**src/rtl/muldiv_unit_pkg.sv**
```systemverilog
// Shared opcodes, FSM states and step modes for the iterative multiply/divide unit.
package muldiv_unit_pkg;

    localparam int MD_OP_LENGTH = 3;

    typedef enum logic [MD_OP_LENGTH-1:0] {
        MD_MULT  = 3'd0,
        MD_MULTU = 3'd1,
        MD_DIV   = 3'd2,
        MD_DIVU  = 3'd3,
        MD_MTHI  = 3'd4,
        MD_MTLO  = 3'd5
    } md_op_e;

    typedef enum logic [1:0] {
        MD_IDLE = 2'd0,
        MD_RUN  = 2'd1,
        MD_FIX  = 2'd2
    } md_state_e;

    typedef enum logic {
        STEP_MUL = 1'b0,
        STEP_DIV = 1'b1
    } step_mode_e;

    function automatic logic op_is_signed(input md_op_e op);
        return (op == MD_MULT) || (op == MD_DIV);
    endfunction

endpackage

```
**src/rtl/muldiv_step.sv**
```systemverilog
// One iteration of the unsigned core: radix-2 shift-add multiply or restoring divide
// on a shared 2*WIDTH accumulator ({high half, low half}).
module muldiv_step
    import muldiv_unit_pkg::*;
#(
    parameter int WIDTH = 32
) (
    input  step_mode_e             mode_i,
    input  logic [2*WIDTH-1:0]     acc_i,
    input  logic [WIDTH-1:0]       opnd_i,
    output logic [2*WIDTH-1:0]     acc_o
);

    logic [WIDTH:0]   sum;
    logic [WIDTH:0]   diff;
    logic [2*WIDTH:0] shl;

    always_comb begin
        sum  = {1'b0, acc_i[2*WIDTH-1:WIDTH]} + (acc_i[0] ? {1'b0, opnd_i} : {(WIDTH+1){1'b0}});
        shl  = {acc_i, 1'b0};
        diff = shl[2*WIDTH:WIDTH] - {1'b0, opnd_i};
        // Multiply consumes the multiplier from the low end; divide shifts the dividend
        // into the remainder and leaves quotient bits behind in the low half.
        if (mode_i == STEP_MUL) begin
            acc_o = {sum, acc_i[WIDTH-1:1]};
        end else if (!diff[WIDTH]) begin
            acc_o = {diff[WIDTH-1:0], shl[WIDTH-1:1], 1'b1};
        end else begin
            acc_o = shl[2*WIDTH-1:0];
        end
    end

endmodule

```
**src/rtl/muldiv_unit.sv**
```systemverilog
// Iterative multiply/divide unit with architectural HI/LO registers, stall request
// and flush cancellation. Works on magnitudes and fixes signs in a final FIX cycle.
module muldiv_unit
    import muldiv_unit_pkg::*;
#(
    parameter int WIDTH = 32,
    parameter int CNT_W = 6
) (
    input  logic                    clk,
    input  logic                    rst,
    input  logic                    start,
    input  logic [MD_OP_LENGTH-1:0] op,
    input  logic [WIDTH-1:0]        src_a,
    input  logic [WIDTH-1:0]        src_b,
    input  logic                    flush,
    input  logic                    mf_req,
    input  logic                    mf_sel,
    output logic [WIDTH-1:0]        mf_data,
    output logic                    busy,
    output logic                    stall_req,
    output logic                    done,
    output logic                    div_by_zero,
    output logic [WIDTH-1:0]        hi,
    output logic [WIDTH-1:0]        lo
);

    md_state_e            state_q;
    logic [CNT_W-1:0]     cnt_q;
    logic [2*WIDTH-1:0]   acc_q;
    logic [2*WIDTH-1:0]   acc_d;
    logic [WIDTH-1:0]     opnd_q;
    logic [WIDTH-1:0]     a_q;
    logic [WIDTH-1:0]     hi_q;
    logic [WIDTH-1:0]     lo_q;
    logic                 is_div_q;
    logic                 neg_res_q;
    logic                 neg_rem_q;
    logic                 dbz_q;
    logic                 done_q;
    logic                 dbz_out_q;

    md_op_e               op_e;
    logic                 accept;
    logic                 sign_a;
    logic                 sign_b;
    logic [WIDTH-1:0]     mag_a;
    logic [WIDTH-1:0]     mag_b;
    logic [2*WIDTH-1:0]   prod;
    logic [WIDTH-1:0]     quo;
    logic [WIDTH-1:0]     rem;

    assign op_e   = md_op_e'(op);
    assign busy   = (state_q != MD_IDLE);
    assign accept = start & ~busy & ~flush;
    assign sign_a = op_is_signed(op_e) & src_a[WIDTH-1];
    assign sign_b = op_is_signed(op_e) & src_b[WIDTH-1];
    assign mag_a  = sign_a ? -src_a : src_a;
    assign mag_b  = sign_b ? -src_b : src_b;

    assign prod = neg_res_q ? -acc_q : acc_q;
    assign quo  = neg_res_q ? -acc_q[WIDTH-1:0] : acc_q[WIDTH-1:0];
    assign rem  = neg_rem_q ? -acc_q[2*WIDTH-1:WIDTH] : acc_q[2*WIDTH-1:WIDTH];

    muldiv_step #(.WIDTH(WIDTH)) u_step (
        .mode_i (is_div_q ? STEP_DIV : STEP_MUL),
        .acc_i  (acc_q),
        .opnd_i (opnd_q),
        .acc_o  (acc_d)
    );

    // NOTE: every register, HI/LO included, is cleared by the async reset; state uses <= only.
    always_ff @(posedge clk or posedge rst) begin
        if (rst) begin
            state_q   <= MD_IDLE;
            cnt_q     <= '0;
            acc_q     <= '0;
            opnd_q    <= '0;
            a_q       <= '0;
            hi_q      <= '0;
            lo_q      <= '0;
            is_div_q  <= 1'b0;
            neg_res_q <= 1'b0;
            neg_rem_q <= 1'b0;
            dbz_q     <= 1'b0;
            done_q    <= 1'b0;
            dbz_out_q <= 1'b0;
        end else begin
            done_q    <= 1'b0;
            dbz_out_q <= 1'b0;
            case (state_q)
                MD_IDLE: begin
                    if (accept) begin
                        case (op_e)
                            MD_MULT, MD_MULTU: begin
                                state_q   <= MD_RUN;
                                cnt_q     <= '0;
                                acc_q     <= {{WIDTH{1'b0}}, mag_b};
                                opnd_q    <= mag_a;
                                is_div_q  <= 1'b0;
                                neg_res_q <= sign_a ^ sign_b;
                                neg_rem_q <= 1'b0;
                                dbz_q     <= 1'b0;
                            end
                            MD_DIV, MD_DIVU: begin
                                state_q   <= MD_RUN;
                                cnt_q     <= '0;
                                acc_q     <= {{WIDTH{1'b0}}, mag_a};
                                opnd_q    <= mag_b;
                                a_q       <= src_a;
                                is_div_q  <= 1'b1;
                                neg_res_q <= sign_a ^ sign_b;
                                neg_rem_q <= sign_a;
                                dbz_q     <= (src_b == '0);
                            end
                            MD_MTHI: hi_q <= src_a;
                            MD_MTLO: lo_q <= src_a;
                            default: ;
                        endcase
                    end
                end
                MD_RUN: begin
                    if (flush) begin
                        state_q <= MD_IDLE;
                    end else begin
                        acc_q <= acc_d;
                        cnt_q <= cnt_q + CNT_W'(1);
                        if (cnt_q == CNT_W'(WIDTH-1)) state_q <= MD_FIX;
                    end
                end
                MD_FIX: begin
                    state_q <= MD_IDLE;
                    if (!flush) begin
                        done_q <= 1'b1;
                        if (!is_div_q) begin
                            {hi_q, lo_q} <= prod;
                        end else if (dbz_q) begin
                            hi_q      <= a_q;
                            lo_q      <= '1;
                            dbz_out_q <= 1'b1;
                        end else begin
                            hi_q <= rem;
                            lo_q <= quo;
                        end
                    end
                end
                default: state_q <= MD_IDLE;
            endcase
        end
    end

    assign stall_req   = busy & (start | mf_req);
    assign mf_data     = mf_sel ? hi_q : lo_q;
    assign done        = done_q;
    assign div_by_zero = dbz_out_q;
    assign hi          = hi_q;
    assign lo          = lo_q;

endmodule
```
**config.mk**
```make
export PLATFORM = sky130hd
export DESIGN_NAME = muldiv_unit
export DESIGN_NICKNAME = d
export VERILOG_FILES = /design/src/rtl/muldiv_unit_pkg.sv /design/src/rtl/muldiv_step.sv /design/src/rtl/muldiv_unit.sv
export SDC_FILE = /design/constraint.sdc
export NUM_CORES = 1
export LEC_CHECK = 0
export ABC_AREA = 0
export CAP_MARGIN = 20
export CORE_MARGIN = 8
export CORE_UTILIZATION = 40
export CTS_CLUSTER_SIZE = 28
export DETAILED_ROUTE_END_ITERATION = 8
export PLACE_DENSITY = 0.63
export SYNTH_ARGS = -nofsm -noshare
export SYNTH_HDL_FRONTEND = slang
export SYNTH_SLANG_ARGS = --single-unit
```
**constraint.sdc**
```tcl
create_clock -name clk -period 6.45 [get_ports clk]
set_input_delay 0.9675 -clock clk [delete_from_list [all_inputs] [get_ports clk]]
set_output_delay 0.9675 -clock clk [all_outputs]
set_load 0.05 [all_outputs]
```
Word level (Yosys, flattened, before mapping)
Index checks and enable logic that the tools add are counted.
- flip-flop bits (word level): 206
- bits of input ports: 73
- output and inout port bits: 100
- logic and storage cells: 110
- $add $sub $neg: 8
- eq/ne operators: 16
- muxes and demuxes: 45
- bitwise logic cells: 9
- reductions and logical operators: 19
- operator list (operator ; number):
    2-to-1 mux 32 bit ; 16
    2-to-1 mux 64 bit ; 5
    one-hot mux 64 bit (2 select lines) ; 2
    one-hot mux 32 bit (2 select lines) ; 3
    negator 32 bit ; 4
    negator 64 bit ; 1
    adder 32 x 33 -> 33 bit ; 1
    subtractor 33 x 32 -> 33 bit ; 1
    logical NOT 32 bit ; 1
    2-to-1 mux 6 bit ; 3
    AND reduction 4 bit ; 4
    one-hot mux 6 bit (2 select lines) ; 1
    AND reduction 3 bit ; 4
    2-to-1 mux 2 bit ; 4
    != test 2 bit (second input constant) ; 4
    nonzero test 2 bit ; 4
    2-to-1 mux 1 bit ; 7
    adder 6 x 1 -> 6 bit (second input constant) ; 1
    == test 3 x 2 -> 1 bit (second input constant) ; 2
    == test 3 bit (second input constant) ; 2
    == test 6 x 5 -> 1 bit (second input constant) ; 1
    one-hot mux 1 bit (2 select lines) ; 3
    bitwise AND 1 bit ; 5
    != test 2 x 1 -> 1 bit (second input constant) ; 2
    14 further kinds ; 16

Logic depth before layout (Yosys ltp)
Gate-level depths: netlist of run 1.
- depth after elaboration: 7
- mapped depth: 14
- depth with buffers taken out: 13

Modules after synthesis
A second synthesis of run 1 with hierarchy kept.
- cell total of the unflattened synthesis: 2396
- area total of the unflattened synthesis: 18562.8 um^2
- modules (own cells, without submodules) (module ; times used ; cells each ; area an instance (um^2) ; seq. area each (um^2)):
    muldiv_unit ; 1 ; 1708 ; 13741.9 ; 5154.9
    muldiv_step ; 1 ; 688 ; 4820.9 ; 0.0

Worst setup path after synthesis of run 1
Ideal clock, no wire load.
- path kind: reg2reg
- start point: reg acc_q[0]
- end point: reg acc_q[53]
- setup time: 126 ps
- data arrival time: 3105 ps
- data required time: 6324 ps
- setup slack: 3219 ps
- cell stages (with the launch flop): 14
- buffers on the path: 1
- clock period less this slack: 3231 ps
- cells stage by stage: dfrtp_1 inv_1 clkbuf_1 nor2_1 ha_1 nor2b_1 o2111ai_1 a211oi_1 o31a_1 a221o_1 a21o_1 a21oi_1 xnor2_1 a221o_1
- cells in the longest elaborated chain, start to end: 5
- ends and longest elaborated chain (item ; RTL line ; text):
    from (decl) ; muldiv_unit.sv:29 ; logic [2*WIDTH-1:0] acc_q;
    from (signal assigned) ; muldiv_unit.sv:97 ; acc_q <= {{WIDTH{1'b0}}, mag_b};
    from (signal assigned) ; muldiv_unit.sv:107 ; acc_q <= {{WIDTH{1'b0}}, mag_a};
    2-to-1 mux 32 bit ; muldiv_step.sv:19 ; sum = {1'b0, acc_i[2*WIDTH-1:WIDTH]} + (acc_i[0] ? {1'b0, opnd_i} : {(WIDTH+1){1'b0}});
    adder 32 x 33 -> 33 bit ; muldiv_step.sv:19 ;
    2-to-1 mux 64 bit ; muldiv_step.sv:24 ; if (mode_i == STEP_MUL) begin
    2-to-1 mux 64 bit ; muldiv_unit.sv:122 ; if (flush) begin
    one-hot mux 64 bit (2 select lines) ; muldiv_unit.sv:90 ; case (state_q)
No other way between the ends. The select of a mux whose other input is x is not followed.
A chain may end at the register's enable or synchronous reset.

Worst setup path in the final report of run 1
- start point: reg acc_q[0]
- end point: reg acc_q[59]
The elaborated chain is that of the path after synthesis.

==> metrics.log, run 1 <==
INFO  metric final_cycle_share = 65.4%
INFO  metric setup_viol = 0
INFO  metric vias = 17700
INFO  metric syn_area = 17300 µm²
INFO  metric syn2layout_area_growth = 18.1%
INFO  metric post_synth.cell_area_avg = 7.89 µm²
INFO  metric worst_setup_path_start_kind = register
INFO  metric h-tree-depth = 1
INFO  metric design_area = 20400 µm²
INFO  metric required = 6.92 ns
INFO  metric worst-r2r-setup-slack = 2.23 ns
INFO  metric route.antenna.remaining_nets = 0
INFO  metric synthArstFlopShare = 100%
INFO  metric number_of_antenna_violations_at_the_first_check_in_global_routing = 3
INFO  metric post-dp-hpwl = 52200 µm
INFO  metric grt_max_degree = 112
INFO  metric routabilityCongestion = 0.949
INFO  metric final-hold-violation-count = 0
INFO  metric synth_fp_nets = 2334
INFO  metric register_area = 5160 µm²
INFO  metric clk_pin_slew = 0.06 ns
INFO  metric synthesis.instances = 2190
INFO  metric slew_at_the_pin_closest_to_its_max_slew_limit = 1.06 ns
INFO  metric mostFrequentLayoutCell = sky130_fd_sc_hd__o21ai_0
INFO  metric synth.yosys.warnings = 0
INFO  metric insertion_delay = 0.58 ns
INFO  metric worstRegToRegCells = 13
INFO  metric post_synth_num_cell_types = 80
INFO  metric peakVddDrop = 0.000253 V
INFO  metric critical-path-max-stage-delay = 0.48 ns
INFO  metric cts.sinks = 206
INFO  metric slowest_stage = sky130_fd_sc_hd__a221o_1
INFO  metric total_die_area = 50100 µm²
INFO  metric worst_min_delay_path_endpoint = opnd_q[31]$_DFFE_PP0P_
INFO  metric rsz0062_at_grt = false
INFO  metric maxUsedRoutingLayer = met4
INFO  metric post_drt_wl_per_cell = 24.0 µm
INFO  metric timing.rr.start = acc_q[0]$_DFFE_PP0P_
INFO  metric placement.io_buffers = 172
INFO  metric p_leak = 0.00827 µW
INFO  metric global_route.usage.total = 26.6%
INFO  metric arrival_time_at_the_worst_endpoint = 4.69 ns
INFO  metric root_buffer = sky130_fd_sc_hd__clkbuf_16
INFO  metric wl_met3 = 6270 µm
INFO  metric dpl-instance-area = 19500 µm²
INFO  metric grt_pass1_vias = 16600
INFO  metric numCtsBuffers = 27
INFO  metric synth_edf_count = 0
INFO  metric placementRows = 76
INFO  metric layout.filler_cells = 4216
INFO  metric cts.hold.buffers_added = 0
INFO  metric worst_r2r_endpoint = acc_q[59]$_DFFE_PP0P_
INFO  metric cts.repair_timing.setup_buffer_count = 0
INFO  metric max-cap-violations = 0
INFO  metric crit_path_cell_trace = inv_1 -> buf_4 -> nor2_1 -> ha_1 -> nor2b_1 -> o2111ai_1 -> a211oi_1 -> o31a_1 -> a221o_1 -> o2111ai_1 -> a21o_1 -> a21oi_1 -> a221o_1
INFO  metric yosys-top-cells-area = sky130_fd_sc_hd__dfrtp_1, sky130_fd_sc_hd__o21ai_0, sky130_fd_sc_hd__xnor2_1
INFO  metric worstHoldStart = opnd_q[31]$_DFFE_PP0P_
INFO  metric synth_largest_area_cell = sky130_fd_sc_hd__dfrtp_1
INFO  metric slew_violations = 0
INFO  metric grt_overflow = 0
INFO  metric fin_tns_setup = 0 ns
INFO  metric die_x = 224 µm
INFO  metric finalCriticalPeriod = 4.22 ns
INFO  metric critical_path.endpoint_type = register
INFO  metric crit_path_max_fanout = 22
INFO  metric post-route-drc-count = 0
INFO  metric post-synth-top-area-fraction = 29.9%
INFO  metric seq_area_frac_synth = 29.9%
INFO  metric fin_nets = 2418
INFO  metric io_pins = 173
INFO  metric highest_achievable_clock_rate = 237 MHz
INFO  metric die_h = 224 µm
INFO  metric m1WireLength = 30700 µm
INFO  metric totalWireLength = 69100 µm
INFO  metric hold_class = reg -> reg
INFO  metric final.setup_skew = 0.0359 ns
INFO  metric ys.flop_type = sky130_fd_sc_hd__dfrtp_1
INFO  metric detail_route.iter0.violations = 1704
INFO  metric area_occupied_by_multi_input_gates = 11300 µm²
INFO  metric vias_per_cell = 6.14
INFO  metric cts_resized = 0
INFO  metric maxSlewHeadroom = 29.3%
INFO  metric start_util = 40.3%
INFO  metric global_route_wire_length_before_repair = 104000 µm
INFO  metric run_status = completed
INFO  metric cellPowerDensity = 402 nW/µm²
INFO  metric met2_length = 30100 µm
INFO  metric layout.cells.most_common_list = sky130_fd_sc_hd__o21ai_0, sky130_fd_sc_hd__nand2_1, sky130_fd_sc_hd__dfrtp_1
INFO  metric tritoncts = done
INFO  metric detail_route.first_pass.iterations = 5
INFO  metric holdPathStages = 2
INFO  metric timing.setup.critical_path_class = reg -> reg
INFO  metric synth.ff_latch_count = 206
INFO  metric drive_above_1_share = 8.33%
INFO  metric clk_path_buf_depth = 3
INFO  metric core_area = 42900 µm²
-- synth_stat cells, types with 5 or more instances --
master,n
sky130_fd_sc_hd__o221ai_1,8
sky130_fd_sc_hd__a21o_1,32
sky130_fd_sc_hd__a22oi_1,12
sky130_fd_sc_hd__o22ai_1,42
sky130_fd_sc_hd__or3_1,21
sky130_fd_sc_hd__inv_1,73
sky130_fd_sc_hd__o211ai_1,58
sky130_fd_sc_hd__buf_2,5
sky130_fd_sc_hd__ha_1,69
sky130_fd_sc_hd__nand2b_1,20
sky130_fd_sc_hd__xnor2_1,114
sky130_fd_sc_hd__mux2i_1,47
sky130_fd_sc_hd__a31oi_1,33
sky130_fd_sc_hd__a221o_1,14
sky130_fd_sc_hd__or4_1,16
sky130_fd_sc_hd__and2_1,7
sky130_fd_sc_hd__o31ai_1,19
sky130_fd_sc_hd__nor3_1,46
sky130_fd_sc_hd__nor3b_1,8
sky130_fd_sc_hd__o41ai_1,10
sky130_fd_sc_hd__mux2_2,66
sky130_fd_sc_hd__nor4_1,14
sky130_fd_sc_hd__buf_1,10
sky130_fd_sc_hd__a211oi_1,16
sky130_fd_sc_hd__and3_1,20
sky130_fd_sc_hd__xor2_1,43
sky130_fd_sc_hd__nor2_1,197
sky130_fd_sc_hd__clkbuf_1,138
sky130_fd_sc_hd__o2111ai_1,5
sky130_fd_sc_hd__nand2_1,223
sky130_fd_sc_hd__nand4_1,13
sky130_fd_sc_hd__o21ai_0,230
sky130_fd_sc_hd__or2_2,8
sky130_fd_sc_hd__nor2b_1,11
sky130_fd_sc_hd__a2111oi_0,5
sky130_fd_sc_hd__nand3_1,39
sky130_fd_sc_hd__dfrtp_1,206
sky130_fd_sc_hd__a21oi_1,194
sky130_fd_sc_hd__o21a_1,21
-- stage by stage --
step	power, µW	hold slack [ns]	worst slack, ns	utilization [%]	cells
2_1_floorplan	5170	0.450	2.81	-	2190
3_3_place_gp	6540	0.469	2.15	45.4	2829
4_1_cts	8150	0.483	2.28	47.6	2878
3_5_place_dp	6590	0.470	2.12	45.5	2830
5_1_grt	8700	0.492	2.03	47.6	2878
6_report	8200	0.485	2.23	47.6	2880
-- final cells by class --
cell class / count / share of cell area, %
inverter: 74 / 1.38
clock buffer: 40 / 3.94
timing repair buffer: 209 / 9.96
sequential: 206 / 25.3
clock inverter: 8 / 0.442
tap: 585 / 3.59
multi-input combinational: 1756 / 55.4
antenna: 2 / 0.0245
-- metal layers --
| layer | vias to the layer above | track usage [%] |
|---|---|---|
| met5 | - | 0 |
| met4 | 0 | 7.73 |
| met3 | 121 | 4.66 |
| met2 | 866 | 41.1 |
| met1 | 8566 | 37.7 |
| li1 | 8136 | - |
-- where the power goes --
part	internal [µW]	leakage [µW]	switching (µW)	total, µW
registers	1610	0.00258	593	2210
clock network	904	0.000441	641	1540
logic	1680	0.00525	2770	4450
-- kinds of logic after synthesis --
family                   synth area share (%)
AO/OA/AOI/OAI                            26.5
XOR/XNOR                                 7.96
flip-flops                               29.9
AND/OR/NAND/NOR                          18.4
buffers and inverters                    5.01
adder cells (fa/ha/maj)                  5.23
multiplexers                             7.03
-- sequential cells by signal, summed over array words and instances (netlist names) --
signal and count:
lo 32, acc_q 64, div_by_zero 1, is_div_q 1, neg_res_q 1, cnt_q 6
dbz_q 1, done 1, state_q 2, hi 32, opnd_q 32, neg_rem_q 1
a_q 32
-- critical path: cells and delay by family (launching register included) --
| family | cells | cell delay [ns] |
|---|---|---|
| buffers and inverters | 2 | 0.85 |
| AND/OR/NAND/NOR | 2 | 0.26 |
| AO/OA/AOI/OAI | 8 | 2.20 |
| flip-flops | 1 | 0.45 |
| adder cells (fa/ha/maj) | 1 | 0.33 |
-- worst max path at each step --
stage	from	endpoint	cells after the start
2_1_floorplan	rst	a_q[0]$_DFFE_PP0P_	1
3_5_place_dp	src_b[0]	acc_q[30]$_DFFE_PP0P_	11
4_1_cts	acc_q[0]$_DFFE_PP0P_	acc_q[59]$_DFFE_PP0P_	13
3_3_place_gp	src_b[5]	acc_q[29]$_DFFE_PP0P_	10
6_report	acc_q[0]$_DFFE_PP0P_	acc_q[59]$_DFFE_PP0P_	13
5_1_grt	acc_q[31]$_DFFE_PP0P_	acc_q[33]$_DFFE_PP0P_	12
Power figures use the tool's default switching activity.
==> run 2, diff against run 1 <==
==> constraint.sdc (replaced) <==
create_clock -name clk -period 3.8 [get_ports clk]
set_input_delay 0.57 -clock clk [delete_from_list [all_inputs] [get_ports clk]]
set_output_delay 0.57 -clock clk [all_outputs]
set_load 0.05 [all_outputs]
==> run 2 against run 1 <==
- maximum frequency grew 18%
- register-to-register slack lost 2.0 ns
- largest power group unchanged
- largest cell class unchanged
- count of clock-buffer cells in the layout shrank 5
- via count grew 2.0%
- setup slack lost 2.0 ns
- critical path type unchanged
- combinational power grew 87%
- wire length grew 0.83%
- die area is the same
- clock skew shrank 0.020 ns
- final area grew 3.8%
- cell count grew 3.8%
- sequential cell count is the same
==> metrics.log, run 2 (same netlist as run 1, synthesis figures left out) <==
INFO  metric run_status = completed (unchanged)
INFO  metric die_x = 224 µm (unchanged)
INFO  metric grt_overflow = 0 (unchanged)
INFO  metric vias = 18000 (was 17700)
INFO  metric detail_route.first_pass.iterations = 5 (unchanged)
INFO  metric global_route.usage.total = 26.9% (was 26.6%)
INFO  metric cellInternalPower = 7420 µW (was 4200 µW)
INFO  metric fin_nets = 2525 (was 2418)
INFO  metric power.share.clock = 18.2% (was 18.8%)
INFO  metric peakVddDrop = 0.000301 V (was 0.000253 V)
INFO  metric post_drt_wl_per_cell = 23.3 µm (was 24.0 µm)
INFO  metric syn2layout_area_growth = 22.7% (was 18.1%)
INFO  metric highest_achievable_clock_rate = 279 MHz (was 237 MHz)
INFO  metric total_die_area = 50100 µm² (unchanged)
INFO  metric timing.hold.ws = 0.502 ns (was 0.485 ns)
INFO  metric share_comb_of_total_power = 58.2% (was 54.3%)
INFO  metric required = 4.20 ns (was 6.92 ns)
INFO  metric die_h = 224 µm (unchanged)
INFO  metric root_buffer = sky130_fd_sc_hd__clkbuf_16 (unchanged)
INFO  metric grt_max_degree = 77 (was 112)
INFO  metric detail_route.iter0.violations = 1933 (was 1704)
INFO  metric design_area = 21200 µm² (was 20400 µm²)
INFO  metric cts_resized = 0 (unchanged)
INFO  metric io_pins = 173 (unchanged)
INFO  metric vias_per_cell = 6.04 (was 6.14)
INFO  metric number_of_antenna_violations_at_the_first_check_in_global_routing = 1 (was 3)
INFO  metric largest_reg_flops = 64 (unchanged)
INFO  metric net-switching-power = 6890 µW (was 4000 µW)
INFO  metric p_leak = 0.00885 µW (was 0.00827 µW)
INFO  metric critical_path.endpoint_type = register (unchanged)
INFO  metric mostFrequentLayoutCell = sky130_fd_sc_hd__o21ai_0 (unchanged)
INFO  metric finalCriticalPeriod = 3.58 ns (was 4.22 ns)
INFO  metric final.setup_skew = 0.0159 ns (was 0.0359 ns)
INFO  metric slew_violations = 0 (unchanged)
INFO  metric cts.sinks = 206 (unchanged)
INFO  metric cts.repair_timing.setup_buffer_count = 0 (unchanged)
INFO  metric layout.filler_cells = 4170 (was 4216)
INFO  metric fin_tns_setup = 0 ns (unchanged)
INFO  metric grt_pass1_vias = 16900 (was 16600)
INFO  metric hold_class = reg -> reg (unchanged)
INFO  metric post-route-drc-count = 0 (unchanged)
INFO  metric worst-r2r-setup-slack = 0.22 ns (was 2.23 ns)
INFO  metric clk_pin_slew = 0.06 ns (about the same)
INFO  metric layout.cells.most_common_list = sky130_fd_sc_hd__o21ai_0, sky130_fd_sc_hd__nand2_1, sky130_fd_sc_hd__dfrtp_1 (unchanged)
INFO  metric crit_start = opnd_q[0]$_DFFE_PP0P_ (was acc_q[0]$_DFFE_PP0P_)
INFO  metric numCtsBuffers = 27 (unchanged)
INFO  metric placementRows = 76 (unchanged)
INFO  metric pwr-share-seq = 23.6% (was 26.9%)
INFO  metric tritoncts = done (unchanged)
INFO  metric clk_path_buf_depth = 3 (unchanged)
INFO  metric h-tree-depth = 1 (unchanged)
INFO  metric maxSlewHeadroom = 32.3% (was 29.3%)
INFO  metric cellPowerDensity = 675 nW/µm² (was 402 nW/µm²)
INFO  metric timing.setup.critical_path_class = reg -> reg (unchanged)
INFO  metric routabilityCongestion = 1.02 (was 0.949)
INFO  metric rsz0062_at_grt = false (unchanged)
INFO  metric cts.hold.buffers_added = 0 (unchanged)
INFO  metric crit_path_max_fanout = 6 (was 22)
INFO  metric totalWireLength = 69700 µm (was 69100 µm)
INFO  metric setup_viol = 0 (unchanged)
INFO  metric drive_above_1_share = 13.9% (was 8.33%)
INFO  metric worst_setup_path_start_kind = register (unchanged)
INFO  metric start_util = 40.3% (unchanged)
INFO  metric insertion_delay = 0.56 ns (was 0.58 ns)
INFO  metric registers.top_by_ff_count = acc_q (unchanged)
INFO  metric worstRegToRegCells = 11 (was 13)
INFO  metric post-dp-hpwl = 54400 µm (was 52200 µm)
INFO  metric worst_r2r_endpoint = acc_q[55]$_DFFE_PP0P_ (was acc_q[59]$_DFFE_PP0P_)
INFO  metric core_area = 42900 µm² (unchanged)
INFO  metric arrival_time_at_the_worst_endpoint = 3.98 ns (was 4.69 ns)
INFO  metric sw_frac_of_total = 48.2% (was 48.8%)
INFO  metric timing.rr.start = opnd_q[0]$_DFFE_PP0P_ (was acc_q[0]$_DFFE_PP0P_)
INFO  metric placement.io_buffers = 172 (unchanged)
INFO  metric final-hold-violation-count = 0 (unchanged)
INFO  metric critical_path.endpoint = acc_q[55]$_DFFE_PP0P_ (was acc_q[59]$_DFFE_PP0P_)
INFO  metric slew_at_the_pin_closest_to_its_max_slew_limit = 1.02 ns (was 1.06 ns)
INFO  metric global_route_wire_length_before_repair = 106000 µm (was 104000 µm)
INFO  metric final_cycle_share = 94.2% (was 65.4%)
INFO  metric route.antenna.remaining_nets = 0 (unchanged)
INFO  metric max-cap-violations = 0 (unchanged)
INFO  metric dpl-instance-area = 20300 µm² (was 19500 µm²)
-- run 2: cell count changes in the layout (fill, tap and decap cells not counted), sizes merged --
cell | previous run | this run
bufinv | 1 | 2
buf | 37 | 176
inv | 74 | 73
clkinvlp | 2 | 6
diode | 2 | 1
clkdlybuf4s50 | 172 | 140
clkbuf | 40 | 35
clkinv | 5 | 8
-- run 2: power groups by stage --
stage	logic (µW)	clock network (µW)	registers (µW)
3_3_place_gp	8120	0	3370
2_1_floorplan	5050	0	3730
5_1_grt	8970	2700	3450
6_report	8330	2600	3380
4_1_cts	8210	2620	3360
3_5_place_dp	8170	0	3400
-- run 2: cell type report --
cell class,instances,area [µm²],area share [%]
inverters,74,282,1.33
repair buffers,316,2820,13.3
clock buffers,35,736,3.47
diodes,1,2.50,0.0118
multi-input cells,1756,11300,53.4
well taps,585,732,3.46
flip-flops and latches,206,5160,24.3
clock inverters,15,149,0.703
-- run 2: stage by stage --
step                      utilization, %  setup slack (ns)  total power, µW  cells
after floorplan                        -             0.558             8780   2190
after global placement              47.3             0.325            11500   2937
after detailed placement            47.3             0.286            11600   2937
after CTS                           49.4             0.267            14200   2987
after global routing                49.4            0.0383            15100   2987
final                               49.4             0.219            14300   2988
-- run 2: worst min-delay path by stage --
stage | start | endpoint | slack (ns) | cells after the start
after floorplan | opnd_q[31]$_DFFE_PP0P_ | opnd_q[31]$_DFFE_PP0P_ | 0.45 | 2
after global placement | cnt_q[1]$_DFFE_PP0P_ | cnt_q[1]$_DFFE_PP0P_ | 0.48 | 2
after detailed placement | a_q[17]$_DFFE_PP0P_ | a_q[17]$_DFFE_PP0P_ | 0.49 | 1
after CTS | a_q[17]$_DFFE_PP0P_ | a_q[17]$_DFFE_PP0P_ | 0.50 | 1
after global routing | a_q[3]$_DFFE_PP0P_ | a_q[3]$_DFFE_PP0P_ | 0.52 | 1
final | a_q[26]$_DFFE_PP0P_ | a_q[26]$_DFFE_PP0P_ | 0.50 | 1
-- run 2: per-layer routing --
layer,track usage [%],vias to the layer above,routed length (µm)
met2,41.3,813,30300
met5,0,-,0
met4,8.11,0,2080
met1,38.5,8772,31600
li1,-,8347,-
met3,4.09,105,5730
-- run 2: critical path, stage by stage (launching register included) --
cell                        delay (ns)
sky130_fd_sc_hd__dfrtp_1          0.41
sky130_fd_sc_hd__ha_1             0.22
sky130_fd_sc_hd__fa_1             0.40
sky130_fd_sc_hd__nand2b_1         0.18
sky130_fd_sc_hd__a21oi_1          0.33
sky130_fd_sc_hd__o211ai_1         0.19
sky130_fd_sc_hd__a21o_1           0.26
sky130_fd_sc_hd__a2111oi_2        0.40
sky130_fd_sc_hd__or3_1            0.42
sky130_fd_sc_hd__buf_4            0.24
sky130_fd_sc_hd__mux2i_1          0.20
sky130_fd_sc_hd__o221ai_1         0.15
==> run 3, diff against run 2 <==
--- a/config.mk
+++ b/config.mk
@@ -11,6 +11,7 @@
 export CORE_UTILIZATION = 40
 export CTS_CLUSTER_SIZE = 28
 export DETAILED_ROUTE_END_ITERATION = 8
+export GPL_ROUTABILITY_DRIVEN = 0
 export PLACE_DENSITY = 0.63
 export SYNTH_ARGS = -nofsm -noshare
 export SYNTH_HDL_FRONTEND = slang
==> run 3 against run 2 <==
- hold slack got worse by 0.0081 ns
- non-clock buffer count decreased by 15
- register-to-register slack worse by 0.06 ns
- critical path type unchanged
- critical endpoint is now acc_q[59]$_DFFE_PP0P_
==> metrics.log, run 3 (same netlist as run 1, synthesis figures left out) <==
INFO  metric fin_tns_setup = 0 ns (unchanged)
INFO  metric pwr-share-seq = 22.9% (was 23.6%)
INFO  metric p_leak = 0.00881 µW (was 0.00885 µW)
INFO  metric clk_pin_slew = 0.06 ns (about the same)
INFO  metric timing.critical_path.max_delay_family = compound AO/OA/AOI/OAI gates (unchanged)
INFO  metric io_pins = 173 (unchanged)
INFO  metric setup_viol = 0 (unchanged)
INFO  metric cts.sinks = 206 (unchanged)
INFO  metric crit_path_max_fanout = 10 (was 6)
INFO  metric finalCriticalPeriod = 3.64 ns (was 3.58 ns)
INFO  metric timing.hold.ws = 0.493 ns (was 0.502 ns)
INFO  metric mostFrequentLayoutCell = sky130_fd_sc_hd__o21ai_0 (unchanged)
INFO  metric total_die_area = 50100 µm² (unchanged)
INFO  metric grt_overflow = 0 (unchanged)
INFO  metric arrival_time_at_the_worst_endpoint = 4.09 ns (was 3.98 ns)
INFO  metric critical-path-max-stage-delay = 0.47 ns (was 0.42 ns)
INFO  metric die_x = 224 µm (unchanged)
INFO  metric post_drt_wl_per_cell = 22.8 µm (was 23.3 µm)
INFO  metric placement.io_buffers = 172 (unchanged)
INFO  metric maxSlewHeadroom = 47.5% (was 32.3%)
INFO  metric start_util = 40.3% (unchanged)
INFO  metric pre_cts_slack = 0.243 ns (was 0.286 ns)
INFO  metric totalWireLength = 67700 µm (was 69700 µm)
INFO  metric cts.hold.buffers_added = 0 (unchanged)
INFO  metric slew_at_the_pin_closest_to_its_max_slew_limit = 0.779 ns (was 1.02 ns)
INFO  metric final_cycle_share = 95.7% (was 94.2%)
INFO  metric grt.met1_usage = 36.3% (was 38.5%)
INFO  metric fin_cells = 2970 (was 2988)
INFO  metric peakVddDrop = 0.000405 V (was 0.000301 V)
INFO  metric worst_setup_path_start_kind = register (unchanged)
INFO  metric power.share.clock = 19.2% (was 18.2%)
INFO  metric vias_per_cell = 6.13 (was 6.04)
INFO  metric run_status = completed (unchanged)
INFO  metric cts_resized = 0 (unchanged)
INFO  metric slowest_stage = sky130_fd_sc_hd__a221o_1 (was sky130_fd_sc_hd__or3_1)
INFO  metric grt.met3_usage = 6.13% (was 4.09%)
INFO  metric worstHoldStart = opnd_q[31]$_DFFE_PP0P_ (was a_q[26]$_DFFE_PP0P_)
INFO  metric setup_ws = 0.162 ns (was 0.219 ns)
INFO  metric hold_class = reg -> reg (unchanged)
INFO  metric cellInternalPower = 7550 µW (was 7420 µW)
INFO  metric required = 4.25 ns (was 4.20 ns)
INFO  metric numCtsBuffers = 26 (was 27)
INFO  metric global_route.usage.total = 26.0% (was 26.9%)
INFO  metric max-cap-violations = 0 (unchanged)
INFO  metric dp_cells = 2921 (was 2937)
INFO  metric worstRegToRegCells = 13 (was 11)
INFO  metric slew_violations = 0 (unchanged)
INFO  metric drive_above_1_share = 13.4% (was 13.9%)
INFO  metric cellPowerDensity = 685 nW/µm² (was 675 nW/µm²)
INFO  metric die_h = 224 µm (unchanged)
INFO  metric cts.repair_timing.setup_buffer_count = 0 (unchanged)
INFO  metric worst_r2r_endpoint = acc_q[59]$_DFFE_PP0P_ (was acc_q[55]$_DFFE_PP0P_)
INFO  metric met2_grt_util = 39.2% (was 41.3%)
INFO  metric largest_reg_flops = 64 (unchanged)
INFO  metric number_of_antenna_violations_at_the_first_check_in_global_routing = 0 (was 1)
INFO  metric global_route_wire_length_before_repair = 103000 µm (was 106000 µm)
INFO  metric share_comb_of_total_power = 57.9% (was 58.2%)
INFO  metric final-hold-violation-count = 0 (unchanged)
INFO  metric rsz0062_at_grt = true (was false)
INFO  metric detail_route.iter0.violations = 2019 (was 1933)
INFO  metric grt_busiest_layer = met2 (unchanged)
INFO  metric layout.cells.most_common_list = sky130_fd_sc_hd__o21ai_0, sky130_fd_sc_hd__nand2_1, sky130_fd_sc_hd__dfrtp_1 (unchanged)
INFO  metric core_area = 42900 µm² (unchanged)
INFO  metric clk_path_buf_depth = 3 (unchanged)
INFO  metric root_buffer = sky130_fd_sc_hd__clkbuf_16 (unchanged)
INFO  metric fin_nets = 2509 (was 2525)
INFO  metric worst-r2r-setup-slack = 0.16 ns (was 0.22 ns)
INFO  metric critical_path.endpoint_type = register (unchanged)
INFO  metric timing.rr.start = acc_q[0]$_DFFE_PP0P_ (was opnd_q[0]$_DFFE_PP0P_)
INFO  metric holdPathStages = 2 (was 1)
INFO  metric antennaDiodeCount = 0 (was 1)
INFO  metric vias = 18200 (was 18000)
INFO  metric count_of_buffering_cells_on_the_critical_path_with_inverters_included = 2 (was 1)
INFO  metric placementRows = 76 (unchanged)
INFO  metric sw_frac_of_total = 47.8% (was 48.2%)
INFO  metric highest_achievable_clock_rate = 275 MHz (was 279 MHz)
INFO  metric layout.filler_cells = 4125 (was 4170)
INFO  metric tritoncts = done (unchanged)
INFO  metric registers.top_by_ff_count = acc_q (unchanged)
INFO  metric crit_path_cell_trace = inv_1 -> buf_4 -> nor2_1 -> ha_1 -> a21o_1 -> a21oi_1 -> o211ai_1 -> o31a_1 -> a221o_1 -> o2111ai_1 -> a21o_1 -> a21oi_1 -> a221o_1 (was ha_1 -> fa_1 -> nand2b_1 -> a21oi_1 -> o211ai_1 -> a21o_1 -> a2111oi_2 -> or3_1 -> buf_4 -> mux2i_1 -> o221ai_1)
INFO  metric post-dp-hpwl = 52000 µm (was 54400 µm)
INFO  metric crit_start = acc_q[0]$_DFFE_PP0P_ (was opnd_q[0]$_DFFE_PP0P_)
INFO  metric grt_pass1_vias = 17100 (was 16900)
INFO  metric final.setup_skew = 0.0128 ns (was 0.0159 ns)
INFO  metric grt_max_degree = 106 (was 77)
INFO  metric detail_route.first_pass.iterations = 6 (was 5)
INFO  metric insertion_delay = 0.57 ns (was 0.56 ns)
INFO  metric net-switching-power = 6910 µW (was 6890 µW)
INFO  metric route.antenna.remaining_nets = 0 (unchanged)
INFO  metric timing.setup.critical_path_class = reg -> reg (unchanged)
INFO  metric syn2layout_area_growth = 22.3% (was 22.7%)
INFO  metric post-route-drc-count = 0 (unchanged)
INFO  metric h-tree-depth = 1 (unchanged)
INFO  metric worst_min_delay_path_endpoint = opnd_q[31]$_DFFE_PP0P_ (was a_q[26]$_DFFE_PP0P_)
==> run 3: changes by cell type in the layout (fill, tap and decap cells not counted), moves of 2 or more <==
cell                         previous run  this run
sky130_fd_sc_hd__buf_12                 8         6
sky130_fd_sc_hd__buf_4                168       154
sky130_fd_sc_hd__bufinv_16              2         5
sky130_fd_sc_hd__clkbuf_1               5         0
sky130_fd_sc_hd__clkinv_4               2         4
sky130_fd_sc_hd__clkinvlp_4             6         3
sky130_fd_sc_hd__inv_6                  1         3
==> run 3: layer usage <==
metal | vias up | part of all wire (%)
li1 | 8325 | -
met1 | 8659 | 43
met2 | 1065 | 42
met3 | 147 | 11
met4 | 0 | 3.2
met5 | - | 0
==> run 3: worst max-delay path by stage <==
stage	depth (start not counted)	endpoint	slack [ns]
3_3_place_gp	13	acc_q[59]$_DFFE_PP0P_	0.34
2_1_floorplan	1	a_q[0]$_DFFE_PP0P_	0.56
4_1_cts	13	acc_q[55]$_DFFE_PP0P_	0.25
6_report	13	acc_q[59]$_DFFE_PP0P_	0.16
5_1_grt	12	acc_q[59]$_DFFE_PP0P_	-0.02
3_5_place_dp	13	acc_q[55]$_DFFE_PP0P_	0.24
==> run 3: worst min-delay path, delay by kind of cell, from the launching register on <==
kind             cells  cell delay (ns)
flip-flops           1             0.35
AO/OA/AOI/OAI        1             0.06
AND/OR/NAND/NOR      1             0.05
==> run 3: metrics by stage <==
step                      total power, µW  util [%]  instance area, µm²
after detailed placement            11500      47.0               20100
after floorplan                      8780         -               17300
after global routing                15200      49.2               21100
after global placement              11400      47.0               20100
after CTS                           14300      49.2               21100
final                               14500      49.2               21100
==> run 3: cell type report <==
class	instances	area, µm²	share of cell area, %
flip-flops and latches	206	5160	24.4
clock buffers	29	692	3.28
well taps	585	732	3.47
clock inverters	19	263	1.24
repair buffers	301	2690	12.7
multi-input cells	1756	11300	53.5
inverters	74	282	1.33
==> run 3: power by group through the flow <==
stage                     Combinational (µW)  Sequential, µW  Clock [µW]
after global routing                    8940            3390        2900
final                                   8370            3320        2780
after global placement                  8040            3320           0
after floorplan                         5050            3730           0
after detailed placement                8150            3340           0
after CTS                               8190            3310        2800
